==> src/rtl/fifo_push_arbiter.sv <==
// fifo_push_arbiter: shares one 8-bit FIFO write port between two requesters.
// Grants are message-atomic: the owner keeps the port until it transfers a
// byte flagged last, or until it leaves req_valid low for TIMEOUT consecutive
// owned cycles (watchdog revoke, flagged by a one-cycle timeout_err pulse).
// Ties in IDLE are broken round-robin; the finishing owner loses priority.
//
// Ports:
//   clk, rst           clock; asynchronous active-low reset
//   reqN_valid/data/last/ready   requester N byte handshake (N = 0, 1)
//   fifo_full          FIFO full flag; no push is issued while it is high
//   fifo_push/wdata    FIFO write strobe and byte
//   grant              one-hot current owner, 00 when idle
//   timeout_err        registered pulse in the cycle a grant is revoked
module fifo_push_arbiter #(
  parameter int TIMEOUT = 16,
  parameter int CNT_W   = 8
) (
  input  logic       clk,
  input  logic       rst,
  input  logic       req0_valid,
  input  logic [7:0] req0_data,
  input  logic       req0_last,
  output logic       req0_ready,
  input  logic       req1_valid,
  input  logic [7:0] req1_data,
  input  logic       req1_last,
  output logic       req1_ready,
  input  logic       fifo_full,
  output logic       fifo_push,
  output logic [7:0] fifo_wdata,
  output logic [1:0] grant,
  output logic       timeout_err
);

  typedef enum logic [1:0] {IDLE = 2'b00, OWN0 = 2'b01, OWN1 = 2'b10} state_t;

  localparam logic [CNT_W-1:0] TO_MAX = CNT_W'(TIMEOUT);
  localparam logic [CNT_W-1:0] TO_M1  = CNT_W'(TIMEOUT - 1);

  state_t           state, state_nxt;
  logic             prio, prio_nxt;
  logic [CNT_W-1:0] wdog, wdog_nxt;
  logic             terr_nxt;

  // Signals of whichever requester currently owns the port.
  logic own_idx, own_valid, own_last, own_xfer;

  always_comb begin
    own_idx   = (state == OWN1);
    own_valid = own_idx ? req1_valid : req0_valid;
    own_last  = own_idx ? req1_last  : req0_last;
    own_xfer  = own_valid & ~fifo_full;
  end

  always_comb begin
    state_nxt  = state;
    prio_nxt   = prio;
    wdog_nxt   = wdog;
    terr_nxt   = 1'b0;
    grant      = 2'b00;
    req0_ready = 1'b0;
    req1_ready = 1'b0;
    fifo_push  = 1'b0;
    fifo_wdata = 8'h00;

    case (state)
      IDLE: begin
        // No byte is accepted here; the winner starts next cycle with a clean watchdog.
        wdog_nxt = '0;
        if (req0_valid && (!req1_valid || !prio)) state_nxt = OWN0;
        else if (req1_valid)                      state_nxt = OWN1;
      end
      OWN0: begin
        grant      = 2'b01;
        req0_ready = req0_valid & ~fifo_full;
        fifo_push  = req0_ready;
        fifo_wdata = req0_data;
      end
      OWN1: begin
        grant      = 2'b10;
        req1_ready = req1_valid & ~fifo_full;
        fifo_push  = req1_ready;
        fifo_wdata = req1_data;
      end
      default: state_nxt = IDLE;
    endcase

    if (state == OWN0 || state == OWN1) begin
      if (own_valid) begin
        // Valid high (even stalled by full) keeps the watchdog cleared.
        wdog_nxt = '0;
        if (own_xfer && own_last) begin
          state_nxt = IDLE;
          prio_nxt  = ~own_idx;
        end
      end else if (wdog == TO_M1) begin
        // TIMEOUT-th consecutive idle cycle: revoke; counter parks at TIMEOUT.
        wdog_nxt  = TO_MAX;
        state_nxt = IDLE;
        prio_nxt  = ~own_idx;
        terr_nxt  = 1'b1;
      end else begin
        wdog_nxt = wdog + 1'b1;
      end
    end
  end

  always_ff @(posedge clk or negedge rst) begin
    if (!rst) begin
      state       <= IDLE;
      prio        <= 1'b0;
      wdog        <= '0;
      timeout_err <= 1'b0;
    end else begin
      state       <= state_nxt;
      prio        <= prio_nxt;
      wdog        <= wdog_nxt;
      timeout_err <= terr_nxt;
    end
  end

endmodule

==> config.mk <==
export PLATFORM = sky130hd
export DESIGN_NAME = fifo_push_arbiter
export DESIGN_NICKNAME = d
export VERILOG_FILES = /design/src/rtl/fifo_push_arbiter.sv
export SDC_FILE = /design/constraint.sdc
export NUM_CORES = 1
export LEC_CHECK = 0
export ABC_AREA = 0
export CORE_MARGIN = 2
export CORE_UTILIZATION = 41
export DETAILED_ROUTE_END_ITERATION = 7
export PLACE_DENSITY = 0.86
export REMOVE_ABC_BUFFERS = 1
export SYNTH_ARGS = -nofsm -noshare
export SYNTH_HDL_FRONTEND = slang
export SYNTH_SLANG_ARGS = --single-unit
==> constraint.sdc <==
create_clock -name clk -period 2.5 [get_ports clk]
set_input_delay 0.25 -clock clk [delete_from_list [all_inputs] [get_ports clk]]
set_output_delay 0.25 -clock clk [all_outputs]
set_load 0.01 [all_outputs]
==> flow_metrics.tcl <==
set metrics [dict create \
    fp.dieH_um 49.0 \
    start_kind "flip-flop" \
    worst_pin_slew_ns 0.527 \
    wl_met3_um 186 \
    maxSlewHeadroom_pct 64.7 \
    max_stage_delay_ns 0.52 \
    power_density_nw_per_um2 761 \
    yosysUniqueCellTypes 30 \
    worst_ep_arrival_time_ns 2.09 \
    cts_tree "built" \
    final_util_pct 63.6 \
    crit_slowest_cell "clkdlybuf4s50_1" \
    antenna_left 0 \
    ir_worst_vdd_uv 642 \
    track_usage_pct 18.4 \
    wl_met2_um 934 \
    cellLeakagePower_nw 0.491 \
    wl_per_cell_um 13.1 \
    clockBufferDepth 2 \
    endpoint_kind "output port" \
    ios 37 \
    drv_slew 0 \
    grt_overflow 0 \
    wirelength_mm 2.07 \
    avgSynthCellArea_um2 8.65 \
    num_vias 819 \
    hold_violations 0 \
    max_freq_mhz 427 \
    finalSetupTns_ns 0 \
    antennaDiodeCount 0 \
    drt_iter0_drc 6 \
    dieArea_um2 2400 \
    setup_slack_ns 0.158 \
    ys_ff_latch 12 \
    cts_resized 0 \
    floorplan.initialDensity_pct 42.8 \
    firstDrtPassIters 4 \
    status "completed" \
    final-setup-viol-count 0 \
    synthCells 96 \
    nets 162 \
    grt_pass1_vias 740 \
    core.rowCount 16 \
    hold_class "input port to async pin" \
    fin_skew_ns 0.00184 \
    area_growth_pct 48.6 \
    cp.required_ns 2.25 \
    mostFrequentLayoutCells "36 x clkdlybuf4s50_1, 12 x dfrtp_1, 11 x nor2_1" \
    syn-cell-area_um2 831 \
    layout-drive-gt1-share_pct 3.82 \
    antenna_found_initial 0 \
    htreeDepth 1 \
    drc 0 \
    wl_met1_um 918 \
    worstSetupPathType "flip-flop to output port" \
    core_area_um2 1940 \
    final_common_cell "clkdlybuf4s50_1" \
    post_cts.repair.setup_buffers 0 \
    postCtsHoldBufs 0 \
    maxUsedRoutingLayer "met4" \
    crit_chain "inv_1 > ha_1 > nand2_1 > nor2_1 > o21a_1 > clkdlybuf4s50_1" \
    timing.final.crit_share_pct 93.7 \
    ys_seq_area_share_pct 36.1 \
    grt_max_degree 14 \
    maxCapViolCount 0 \
    place_ws_ns 0.289 \
    cts_made_buffers 3 \
    nFillCells 161 \
    port_buffers 36 \
    yosysWarnings 0 \
    min_period_ns 2.34 \
    hpwl_mm 1.67 \
    setup.worst_path.start "state[1]" \
    clkLatencyLatePin_ns 0.27 \
    critPathMaxFanout 9 \
    finalWeightedCongestion 0.777 \
    cp_num_buf_inv 2 \
    r2r-start "state[0]" \
    grt_pass1_wl_mm 3.45 \
    cts_num_sinks 12 \
    finalPower_uw 939 \
    crit_family "buffers and inverters" \
    cts_root_buf "clkbuf_4" \
    fp.dieW_um 49.0 \
    rsz0062_at_grt "no" \
    via_per_inst 5.18 \
    cts.clk_slew.worst_paths_ns 0.07 \
]
==> cell type report <==
class	count	area, um^2	share of cell area [%]
multi-input cells	75	499	40.4
repair buffers	36	360	29.2
flip-flops and latches	12	300	24.3
well taps	27	33.8	2.74
clock buffers	3	22.5	1.82
inverters	5	18.8	1.52
==> logic make-up (layout without fill, tap and decap cells) <==
logic type | Yosys count | count (layout) | synth area share, %
flops | 12 | 12 | 36.1
fa+ha+maj | 6 | 6 | 9.04
simple gates | 41 | 41 | 25.6
compound gates | 21 | 21 | 17.2
mux | 4 | 4 | 4.82
xor+xnor | 3 | 3 | 3.16
buf+inv | 9 | 44 | 4.07
==> per-layer routing <==
metal	global-route usage, %	up-vias
met1	22.6	369
li1	-	408
met2	30.6	39
met4	7.14	0
met3	4.91	3
met5	0	-
==> through the flow <==
| stage | std cells | hold slack, ns | cell area [um^2] |
|---|---|---|---|
| floorplan | 92 | -0.0456 | 816 |
| detailed placement | 155 | 0.521 | 1210 |
| global placement | 155 | 0.497 | 1210 |
| global route | 158 | 0.366 | 1230 |
| finish | 158 | 0.328 | 1230 |
| CTS | 158 | 0.335 | 1230 |
==> report_power, final <==
group          total, mW  switching (mW)  internal [mW]
clock network      0.113          0.0575         0.0557
logic              0.571           0.277          0.294
registers          0.255          0.0305          0.225
==> path summary, 6_finish.rpt <==
kind	endpoint	slack [ns]	cells past startpoint
max reg2reg	prio	0.44	6
min reg2reg	wdog[1]	0.53	2
min in group clk	wdog[1]	0.53	2
min	timeout_err	0.33	1
max	fifo_push	0.16	6
max in group asynchronous	state[0]	1.82	1
==> synthesized netlist by cell type <==
cell type  count  area share [%]
a22oi_1        8             7.2
a31oi_1        2             1.5
a21oi_1        2             1.2
clkbuf_1       4             1.8
nor2_1        11             5.0
a21o_1         1            0.90
a21boi_0       1            0.90
dfrtp_1       12              36
nor2b_1        8             6.0
o22ai_1        1            0.75
or2_1          1            0.75
inv_1          5             2.3
and2b_1        1            0.90
nand4b_1       1             1.1
ha_1           6             9.0
or4_1          1            0.90
and3b_1        1             1.1
or3_1          1            0.75
or4b_1         1             1.2
mux2i_1        4             4.8
o21ai_2        1             1.1
o21ai_0        3             1.8
nor3_1         4             2.4
nand2_1        8             3.6
o211ai_1       1            0.90
xor2_1         1             1.1
xnor2_1        2             2.1
nand2b_1       1            0.75
o21a_1         1            0.90
nand3_1        2             1.2
==> registers in the layout, summed over array words and instances (netlist names) <==
signal       flops
wdog             8
prio             1
timeout_err      1
state            2
(Power assumes the default switching activity.)
